<file path="src/rtl/mgt_01_iter_divider_pkg.sv">
// Shared types for the MicroGT-01 iterative divider.
//   div_ops_e  : RISC-V M-extension divide/remainder opcodes
//   fu_state_e : functional-unit occupancy reported to the issue logic
//   div_fsm_e  : divider control states
package mgt_01_iter_divider_pkg;

  typedef enum logic [1:0] {
    DIV_  = 2'd0,
    DIVU_ = 2'd1,
    REM_  = 2'd2,
    REMU_ = 2'd3
  } div_ops_e;

  typedef enum logic {
    FREE = 1'b0,
    BUSY = 1'b1
  } fu_state_e;

  typedef enum logic [1:0] {
    StIdle,
    StDivide,
    StRestore,
    StDone
  } div_fsm_e;

  function automatic logic is_signed_op(input div_ops_e op);
    return (op == DIV_) || (op == REM_);
  endfunction

  function automatic logic is_rem_op(input div_ops_e op);
    return (op == REM_) || (op == REMU_);
  endfunction

endpackage

</file>
<file path="src/rtl/mgt_01_div_step.sv">
// One radix-2 non-restoring division iteration, purely combinational.
//   pa_i : current {P, A}; P is DATA_W+1 bits (two's complement), A is DATA_W bits
//   b_i  : divisor magnitude, zero-extended to DATA_W+1 bits
//   pa_o : {P, A} after shifting left, adding/subtracting B and inserting the quotient bit
module mgt_01_div_step
  import mgt_01_iter_divider_pkg::*;
#(
  parameter int unsigned DATA_W = 32
) (
  input  logic [2*DATA_W:0] pa_i,
  input  logic [DATA_W:0]   b_i,
  output logic [2*DATA_W:0] pa_o
);

  logic [DATA_W:0] p_sh;
  logic [DATA_W:0] p_new;

  always_comb begin
    // {P,A} << 1 restricted to the P field: old P low bits plus the A msb.
    p_sh = pa_i[2*DATA_W-1:DATA_W-1];
    // A negative partial remainder is corrected by adding B on the next step
    // instead of restoring it now.
    if (pa_i[2*DATA_W]) begin
      p_new = p_sh + b_i;
    end else begin
      p_new = p_sh - b_i;
    end
    pa_o = {p_new, pa_i[DATA_W-2:0], ~p_new[DATA_W]};
  end

endmodule

</file>
<file path="src/rtl/mgt_01_iter_divider.sv">
// MicroGT-01 multi-cycle integer divider (RISC-V DIV/DIVU/REM/REMU).
// Radix-2 non-restoring core, one quotient bit per enabled cycle, with
// valid/ready handshakes on both sides, a flush input and a global stall.
//
// Ports:
//   clk_i, rst_n_i        clock, asynchronous active-low reset
//   clk_en_i              global stall; low freezes all state (kill_i excepted)
//   kill_i                pipeline flush, aborts any operation in flight
//   valid_i / ready_o     request handshake; ready_o high only in idle
//   dividend_i, divisor_i operands, latched on accept
//   operation_i           DIV_/DIVU_/REM_/REMU_
//   valid_o / ready_i     result handshake; result held until accepted
//   result_o              quotient or remainder
//   zero_divide_o         divisor was zero (qualified by valid_o)
//   overflow_o            signed MIN / -1 (qualified by valid_o)
//   fu_state_o            FREE in idle, BUSY otherwise
//
// Build option: define MGT_DIV_EARLY_OUT_EN to return divide-by-zero and
// signed-overflow results on the cycle after accept instead of running the
// full iteration sequence. Results and flags are identical either way.
module mgt_01_iter_divider
  import mgt_01_iter_divider_pkg::*;
#(
  parameter int unsigned DATA_W = 32
) (
  input  logic              clk_i,
  input  logic              rst_n_i,
  input  logic              clk_en_i,
  input  logic              kill_i,
  input  logic              valid_i,
  output logic              ready_o,
  input  logic [DATA_W-1:0] dividend_i,
  input  logic [DATA_W-1:0] divisor_i,
  input  div_ops_e          operation_i,
  output logic              valid_o,
  input  logic              ready_i,
  output logic [DATA_W-1:0] result_o,
  output logic              zero_divide_o,
  output logic              overflow_o,
  output fu_state_e         fu_state_o
);

  localparam int unsigned       CNT_W   = $clog2(DATA_W);
  localparam logic [CNT_W-1:0]  LastCnt = CNT_W'(DATA_W - 1);
  localparam logic [DATA_W-1:0] MinVal  = {1'b1, {(DATA_W-1){1'b0}}};
  localparam logic [DATA_W-1:0] AllOnes = '1;

  // {P, A} register pair: P is the signed partial remainder, A collects the quotient.
  typedef struct packed {
    logic [DATA_W:0]   p;
    logic [DATA_W-1:0] a;
  } pa_t;

  div_fsm_e          state_q, state_d;
  logic [CNT_W-1:0]  cnt_q, cnt_d;
  div_ops_e          op_q, op_d;
  logic              sign_a_q, sign_a_d;
  logic              sign_b_q, sign_b_d;
  pa_t               pa_q, pa_d;
  logic [DATA_W-1:0] b_q, b_d;
  logic [DATA_W-1:0] dividend_q, dividend_d;
  logic              req_zero_q, req_zero_d;
  logic              req_ovf_q, req_ovf_d;
  logic              valid_q, valid_d;
  logic [DATA_W-1:0] result_q, result_d;
  logic              zero_div_q, zero_div_d;
  logic              ovf_q, ovf_d;

  logic [2*DATA_W:0] pa_step;

  // Accept-side operand decode.
  logic              acc_signed;
  logic              acc_sign_a;
  logic              acc_sign_b;
  logic [DATA_W-1:0] acc_abs_a;
  logic [DATA_W-1:0] acc_abs_b;
  logic              acc_zero;
  logic              acc_ovf;

  // Restore-side result assembly.
  logic [DATA_W-1:0] rem_mag;
  logic [DATA_W-1:0] quo_fix;
  logic [DATA_W-1:0] rem_fix;
  logic [DATA_W-1:0] core_result;

  // Architectural results for the cases the core does not define by itself.
  function automatic logic [DATA_W-1:0] corner_result(input div_ops_e          op,
                                                      input logic [DATA_W-1:0] dividend,
                                                      input logic              zero);
    if (zero) begin
      return is_rem_op(op) ? dividend : AllOnes;
    end
    return is_rem_op(op) ? '0 : MinVal;
  endfunction

  mgt_01_div_step #(
    .DATA_W (DATA_W)
  ) u_step (
    .pa_i (pa_q),
    .b_i  ({1'b0, b_q}),
    .pa_o (pa_step)
  );

  always_comb begin
    acc_signed = is_signed_op(operation_i);
    acc_sign_a = acc_signed & dividend_i[DATA_W-1];
    acc_sign_b = acc_signed & divisor_i[DATA_W-1];
    acc_abs_a  = acc_sign_a ? -dividend_i : dividend_i;
    acc_abs_b  = acc_sign_b ? -divisor_i : divisor_i;
    acc_zero   = (divisor_i == '0);
    acc_ovf    = acc_signed && (dividend_i == MinVal) && (divisor_i == AllOnes);
  end

  always_comb begin
    // Final correction of a negative remainder; modulo 2^DATA_W is enough
    // because the corrected value always lies in [0, B).
    rem_mag     = pa_q.p[DATA_W] ? (pa_q.p[DATA_W-1:0] + b_q) : pa_q.p[DATA_W-1:0];
    // Sign flags are only ever set for signed ops, so no op check is needed here.
    quo_fix     = (sign_a_q ^ sign_b_q) ? -pa_q.a : pa_q.a;
    rem_fix     = sign_a_q ? -rem_mag : rem_mag;
    core_result = is_rem_op(op_q) ? rem_fix : quo_fix;
  end

  always_comb begin
    state_d    = state_q;
    cnt_d      = cnt_q;
    op_d       = op_q;
    sign_a_d   = sign_a_q;
    sign_b_d   = sign_b_q;
    pa_d       = pa_q;
    b_d        = b_q;
    dividend_d = dividend_q;
    req_zero_d = req_zero_q;
    req_ovf_d  = req_ovf_q;
    valid_d    = valid_q;
    result_d   = result_q;
    zero_div_d = zero_div_q;
    ovf_d      = ovf_q;

    if (kill_i) begin
      state_d = StIdle;
      valid_d = 1'b0;
      cnt_d   = '0;
    end else if (clk_en_i) begin
      unique case (state_q)
        StIdle: begin
          if (valid_i) begin
            op_d       = operation_i;
            sign_a_d   = acc_sign_a;
            sign_b_d   = acc_sign_b;
            pa_d.p     = '0;
            pa_d.a     = acc_abs_a;
            b_d        = acc_abs_b;
            dividend_d = dividend_i;
            req_zero_d = acc_zero;
            req_ovf_d  = acc_ovf;
            cnt_d      = '0;
`ifdef MGT_DIV_EARLY_OUT_EN
            if (acc_zero || acc_ovf) begin
              result_d   = corner_result(operation_i, dividend_i, acc_zero);
              zero_div_d = acc_zero;
              ovf_d      = acc_ovf;
              valid_d    = 1'b1;
              state_d    = StDone;
            end else begin
              state_d = StDivide;
            end
`else
            state_d = StDivide;
`endif
          end
        end
        StDivide: begin
          pa_d = pa_step;
          if (cnt_q == LastCnt) begin
            cnt_d   = '0;
            state_d = StRestore;
          end else begin
            cnt_d = cnt_q + 1'b1;
          end
        end
        StRestore: begin
          result_d   = (req_zero_q || req_ovf_q) ? corner_result(op_q, dividend_q, req_zero_q)
                                                 : core_result;
          zero_div_d = req_zero_q;
          ovf_d      = req_ovf_q;
          valid_d    = 1'b1;
          state_d    = StDone;
        end
        StDone: begin
          if (ready_i) begin
            valid_d = 1'b0;
            state_d = StIdle;
          end
        end
        default: begin
          state_d = StIdle;
        end
      endcase
    end
  end

  always_ff @(posedge clk_i or negedge rst_n_i) begin
    if (!rst_n_i) begin
      state_q    <= StIdle;
      cnt_q      <= '0;
      op_q       <= DIV_;
      sign_a_q   <= 1'b0;
      sign_b_q   <= 1'b0;
      pa_q       <= '0;
      b_q        <= '0;
      dividend_q <= '0;
      req_zero_q <= 1'b0;
      req_ovf_q  <= 1'b0;
      valid_q    <= 1'b0;
      result_q   <= '0;
      zero_div_q <= 1'b0;
      ovf_q      <= 1'b0;
    end else begin
      state_q    <= state_d;
      cnt_q      <= cnt_d;
      op_q       <= op_d;
      sign_a_q   <= sign_a_d;
      sign_b_q   <= sign_b_d;
      pa_q       <= pa_d;
      b_q        <= b_d;
      dividend_q <= dividend_d;
      req_zero_q <= req_zero_d;
      req_ovf_q  <= req_ovf_d;
      valid_q    <= valid_d;
      result_q   <= result_d;
      zero_div_q <= zero_div_d;
      ovf_q      <= ovf_d;
    end
  end

  assign ready_o       = (state_q == StIdle);
  assign fu_state_o    = (state_q == StIdle) ? FREE : BUSY;
  assign valid_o       = valid_q;
  assign result_o      = result_q;
  assign zero_divide_o = zero_div_q;
  assign overflow_o    = ovf_q;

endmodule

</file>
<file path="config.mk">
export PLATFORM = sky130hd
export DESIGN_NAME = mgt_01_iter_divider
export DESIGN_NICKNAME = d
export VERILOG_FILES = /design/src/rtl/mgt_01_iter_divider_pkg.sv /design/src/rtl/mgt_01_div_step.sv /design/src/rtl/mgt_01_iter_divider.sv
export SDC_FILE = /design/constraint.sdc
export NUM_CORES = 1
export LEC_CHECK = 0
export CORE_MARGIN = 2
export CORE_UTILIZATION = 40
export DETAILED_ROUTE_END_ITERATION = 8
export GPL_ROUTABILITY_DRIVEN = 0
export PLACE_DENSITY_LB_ADDON = 0.1
export SLEW_MARGIN = 20
export SYNTH_ARGS = -nofsm -noshare
export SYNTH_HDL_FRONTEND = slang
export SYNTH_SLANG_ARGS = --single-unit
</file>
<file path="constraint.sdc">
create_clock -name clk_i -period 5.2 [get_ports clk_i]
set_input_delay 0.52 -clock clk_i [delete_from_list [all_inputs] [get_ports clk_i]]
set_output_delay 0.52 -clock clk_i [all_outputs]
set_load 0.05 [all_outputs]
</file>
Word level (Yosys, flattened, before mapping)
Index checks and enable logic that the tools add are counted.
{ "word_totals": {"output_inout_bits": 37, "register_bits": 177, "elab_cells": 93} }
{ "op_classes": {"n_eq_ne": 13, "reduce_logical": 18, "n_mux": 34, "n_addsub": 8, "n_bitwise": 5} }
{ "op_table": {"columns": ["cell", "count"], "rows": [
  ["$mux W32", 11],
  ["$pmux W65 S2", 1],
  ["$neg A32 Y32", 4],
  ["$mux W65", 1],
  ["$eq A32 B32 Y1 const B", 2],
  ["$add A33 B32 Y33", 1],
  ["$mux W33", 1],
  ["$sub A33 B32 Y33", 1],
  ["$add A32 B32 Y32", 1],
  ["$logic_not A32 Y1", 1],
  ["$mux W5", 4],
  ["$reduce_and A4 Y1", 3],
  ["$eq A2 B2 Y1 const B", 5],
  ["$mux W2", 5],
  ["$pmux W5 S2", 1],
  ["$ne A3 B3 Y1 const B", 3],
  ["$reduce_and A3 Y1", 3],
  ["$mux W1", 8],
  ["$pmux W2 S4", 1],
  ["$reduce_bool A3 Y1", 2],
  ["$add A5 B1 Y5 const B", 1],
  ["$eq A5 B5 Y1 const B", 1],
  ["$logic_not A2 Y1", 2],
  ["$reduce_bool A2 Y1", 2],
  ["other kinds (8)", 13]
]} }

Logic depth before layout (Yosys ltp)
{ "logic_depth": {"word_depth": 6, "ltp_mapped": 21, "depth_no_buf": 21} }

Cells and area by module
A second synthesis with hierarchy kept.
{ "hier_totals": {"cells_unflattened": 1878, "area_unflattened_um2": 15300.9} }
{ "by_module_without_submodules": {"columns": ["module", "cells_each", "area_per_inst_um2", "n_inst"], "rows": [
  ["mgt_01_iter_divider", 1489, 12500.7, 1],
  ["mgt_01_div_step", 389, 2800.2, 1]
]} }

Worst setup path after synthesis
Ideal clock, no wire load.
{ "synth_path": {"path_kind": "flip-flop to flip-flop", "startpoint": "register pa_q[64] (netlist name)", "endpoint": "register pa_q[0] (netlist name)", "setup_slack_ps": 604, "stages_incl_launch_ff": 22, "arrival_time_ps": 4509, "period_less_slack_ps": 4596, "setup_ps": 87, "cell_sequence": "dfrtp_1 buf_1 buf_2 buf_2 buf_6 clkbuf_8 clkbuf_1 mux2_2 inv_1 fa_1 nor2b_1 o21ai_1 a21boi_0 o2111a_1 o21ai_0 a21oi_1 a41o_1 nor4_1 o311ai_0 xnor2_1 nand2_1 a22oi_1"} }
{ "synth_via": {"elab_chain_len": 3} }
{ "synth_rtl": {"columns": ["item", "line", "source"], "rows": [
  ["from (decl)", "mgt_01_iter_divider.sv:59", "pa_t pa_q, pa_d;"],
  ["from (signal assigned)", "mgt_01_iter_divider.sv:225", "pa_q <= pa_d;"],
  ["$mux W33", "mgt_01_div_step.sv:23", "if (pa_i[2*DATA_W]) begin"],
  ["$not A1 Y1", "mgt_01_div_step.sv:28", "pa_o = {p_new, pa_i[DATA_W-2:0], ~p_new[DATA_W]};"],
  ["$pmux W65 S2", "mgt_01_iter_divider.sv:145", "unique case (state_q)"]
]} }
No other way between the ends.
A chain may end at the register's enable or synchronous reset.

Final worst setup path
{ "layout_path": {"startpoint": "register b_q[3]", "endpoint": "register pa_q[0] (netlist name)"} }
{ "layout_via": {"elab_chain_len": 4, "word_cells_on_any_way": 5} }
{ "layout_rtl": {"columns": ["item", "line", "source"], "rows": [
  ["from (decl)", "mgt_01_iter_divider.sv:60", "logic [DATA_W-1:0] b_q, b_d;"],
  ["from (signal assigned)", "mgt_01_iter_divider.sv:211", "b_q <= '0;"],
  ["from (signal assigned)", "mgt_01_iter_divider.sv:226", "b_q <= b_d;"],
  ["$sub A33 B32 Y33 / $add A33 B32 Y33 (equally long branches)", "mgt_01_div_step.sv:26, mgt_01_div_step.sv:24", null],
  ["$mux W33 (*)", "mgt_01_div_step.sv:23", null],
  ["$not A1 Y1 (*)", "mgt_01_div_step.sv:28", null],
  ["$pmux W65 S2 (*)", "mgt_01_iter_divider.sv:145", null]
]} }
Every way passes the cells marked *; elsewhere a longest branch is shown, timed or not.

==> impl_metrics.py <==
metrics = {
    "floorplan": {
        "dieArea_um2": 38600,
        "die_x_um": 196,
        "initial_core_util": 0.406,
        "core_area_um2": 36500,
        "die_h_um": 196,
        "num_rows": 70,
        "ios": 109,
    },
    "global_route": {
        "grt_first_pass_wirelength_mm": 73.3,
        "grt-ovfl-total": 0,
        "grt_pass1_vias": 12900,
        "antenna_found_initial": 4,
        "grt_util_all_layers": 0.244,
        "grt_max_degree": 106,
    },
    "yosys": {
        "syn_area_per_cell_um2": 8.18,
        "synth_flop_cell": "dfrtp_1",
        "syn_inst": 1810,
        "synth_warnings": 0,
        "syn_nets": 1959,
        "ys_ff_latch": 176,
        "yosys.cell_types.count": 108,
        "synthArstFlopShare": 1.00,
        "yosys.area.top_type_share": 0.297,
        "synth_edf_count": 0,
        "syn-cell-area_um2": 14800,
        "yosysSeqAreaShare": 0.297,
        "synth.area.top_cells": "dfrtp_1 (30%), ha_1 (6.3%), a21oi_1 (5.9%), o21ai_0 (5.9%), xor2_1 (5.7%)",
        "yosysTopAreaCell": "dfrtp_1",
    },
    "pwr": {
        "clkPwrFrac": 0.127,
        "intPower_mw": 5.43,
        "power_leakage_nw": 6.94,
        "p_total_mw": 10.9,
        "pwr-share-comb": 0.639,
        "power_per_cell_area_nw_per_um2": 648,
        "peakVddDrop_v": 0.000292,
        "switching_share": 0.502,
        "sequentialPowerShare": 0.234,
        "p_switching_mw": 5.48,
    },
    "routing": {
        "via_count": 13500,
        "drtIter0Drc": 878,
        "ant_nets": 0,
        "wl_mm": 46.7,
        "drc": 0,
        "first_pass_iters": 5,
        "avgViaCountPerCell": 5.76,
        "wl_per_cell_um": 19.9,
    },
    "sta": {
        "finClkSkew_ns": 0.0180,
        "setup_violations": 0,
        "hold_viol": 0,
        "fin_crit_ns": 4.72,
        "hold_slack_ns": 0.0678,
        "finalCritPeriodShare": 0.908,
        "rsz0062_at_grt": "no",
        "fin_setup_tns_ns": 0,
        "final_max_slew_viol_count": 0,
        "relSlewSlack": 0.328,
        "worst_slew_pin_slew_ns": 1.01,
        "fmax_ghz": 0.212,
    },
    "critical_path": {
        "path_buf_inv": 1,
        "cp-start-kind": "flip-flop",
        "required_ns": 5.59,
        "worstPathMaxFanout": 7,
        "worstPathArrival_ns": 5.11,
        "end_kind": "flip-flop",
        "path_delay_family": "simple AND/OR/NAND/NOR gates",
        "crit_path_max_incr_delay_ns": 0.42,
        "critPathKind": "flip-flop to flip-flop",
        "slowest_stage": "dfrtp_1",
        "path_cells": "nor2_1 > nand2_1 > nor3_1 > nand2b_1 > nor2b_1 > nor4b_1 > buf_4 > a31oi_1 > xor2_1 > ha_1 > a21o_1 > a21o_1 > a21oi_1 > o21ai_0 > nor3_1 > a21oi_1 > a41o_1 > nor4_2 > o311ai_0 > xnor2_1 > nand2_1 > a22oi_1",
    },
    "place": {
        "io_buffers": 108,
        "dp_cells": 2314,
        "dp_hpwl_mm": 35.3,
    },
    "clocking": {
        "cts.hold.buffers_added": 0,
        "cts_tree": "done",
        "ctsHtreeMaxLevel": 4,
        "post-cts-setup-buffers": 0,
        "clk_pin_slew_ns": 0.08,
        "cts.repair.resized": 0,
        "cts_buffers": 17,
        "cts_buffer_depth": 2,
        "clockRootBuffer": "clkbuf_16",
        "cts_sinks": 176,
        "clock_latency_ns": 0.47,
    },
    "layout": {
        "drive_gt1_frac": 0.0767,
        "area_growth_pct": 13.7,
        "nFillCells": 3670,
        "instances_no_fill": 2348,
        "fin_nets": 2014,
        "fin_util": 0.461,
    },
    "flow_run": {
        "maxCapViolCount": 0,
    },
    "worst_hold_path": {
        "hold_class": "input pin to async pin",
    },
    "run_status": {
        "status": "finished, final reports clean",
    },
}
## cell usage in the layout, fill, tap and decap left out, types with 9 or more instances in the layout
cell type          n
mux2i_1           12
a221oi_1          13
a22o_1            21
xor2_1            97
a31oi_1           19
nand2b_1          20
nor3_1            36
o31ai_1           27
xnor2_1           90
or3_1             16
a21o_1            25
clkbuf_16         17
a21oi_1          175
buf_4             24
dfrtp_1          174
nor2b_1           17
o21ai_1           12
o211ai_1           9
nand4_1           27
and2_1            10
nand2_1          201
o21a_1            11
o41ai_1           15
inv_1             47
clkdlybuf4s50_1  107
nor2_1           156
ha_1              74
nand3_1           30
o21ai_0          175
and3_1             9
nor4_1            22
or4_1             12
mux2_2            33
## sequential cells by signal, indices dropped and copies added (netlist names), 2 cells and up
signal / count
b_q: 32
cnt_q: 5
dividend_q: 32
pa_q: 65
result_o: 32
state_q: 2
## power groups by stage
stage / registers [mW] / logic, mW / clock network [mW]
6_report: 2.55 / 6.98 / 1.39
3_5_place_dp: 2.58 / 6.92 / 0
4_1_cts: 2.55 / 6.96 / 1.41
5_1_grt: 2.62 / 7.72 / 1.47
2_1_floorplan: 2.61 / 5.15 / 0
3_3_place_gp: 2.57 / 6.89 / 0
## final cells by class
class | instances | area, µm² | area share
Antenna cell | 2 | 5.00 | 0.000297
Timing Repair Buffer | 133 | 1280 | 0.0763
Sequential cell | 176 | 4410 | 0.262
Tap cell | 468 | 586 | 0.0348
Multi-Input combinational cell | 1489 | 9770 | 0.580
Clock inverter | 14 | 170 | 0.0101
Inverter | 48 | 180 | 0.0107
Clock buffer | 18 | 439 | 0.0261
## layer usage
metal  part of all wire  vias up  GRT usage
li1                   -     6673          -
met1               0.47     6458      0.339
met2               0.46      345      0.398
met3              0.048       51     0.0317
met4              0.021        0     0.0727
met5                  0        -          0
## metrics by stage
| step | instance area (µm²) | setup slack, ns |
|---|---|---|
| after floorplan | 14800 | 0.604 |
| after global placement | 16200 | 0.538 |
| after detailed placement | 16200 | 0.398 |
| after CTS | 16800 | 0.371 |
| after global routing | 16800 | 0.00265 |
| final | 16800 | 0.479 |
## logic make-up after synthesis
kind of cell,Yosys count,share of synthesized area
muxes,46,0.0347
AOI/OAI and AO/OA,583,0.252
adders and majority gates,77,0.0661
DFF,176,0.297
buffers and inverters,145,0.0435
and+or+nand+nor,596,0.196
xor gates and xnor gates,187,0.111
## worst paths after layout
check / end / slack (ns) / cells after the start / start
hold reg to reg: result_o[10] / 0.49 / 2 / result_o[10]
min in group clk_i: result_o[10] / 0.49 / 2 / result_o[10]
setup / recovery: pa_q[0] / 0.48 / 22 / b_q[3]
hold / removal: b_q[4] / 0.07 / 1 / rst_n_i
max in group asynchronous: pa_q[30] / 4.09 / 2 / rst_n_i
setup reg to reg: pa_q[0] / 0.48 / 22 / b_q[3]
## Yosys cell counts (all sizes together), types with 5 or more instances
master	count
or4	13
inv	48
a31oi	20
nor4	25
a21boi	6
nor2	156
o21bai	5
and4	5
or3	17
o211ai	11
and3	12
nand2	202
clkbuf	77
xnor2	90
nor3	37
o31ai	28
buf	19
nand4	28
a22o	21
a211oi	12
nand2b	20
nor2b	17
a221oi	15
a21o	27
a21oi	177
mux2i	13
ha	75
o22ai	7
dfrtp	176
o41ai	16
xor2	97
nand3	32
o21ai	188
and2	11
o21a	11
mux2	33
Power figures use the tool's default switching activity.
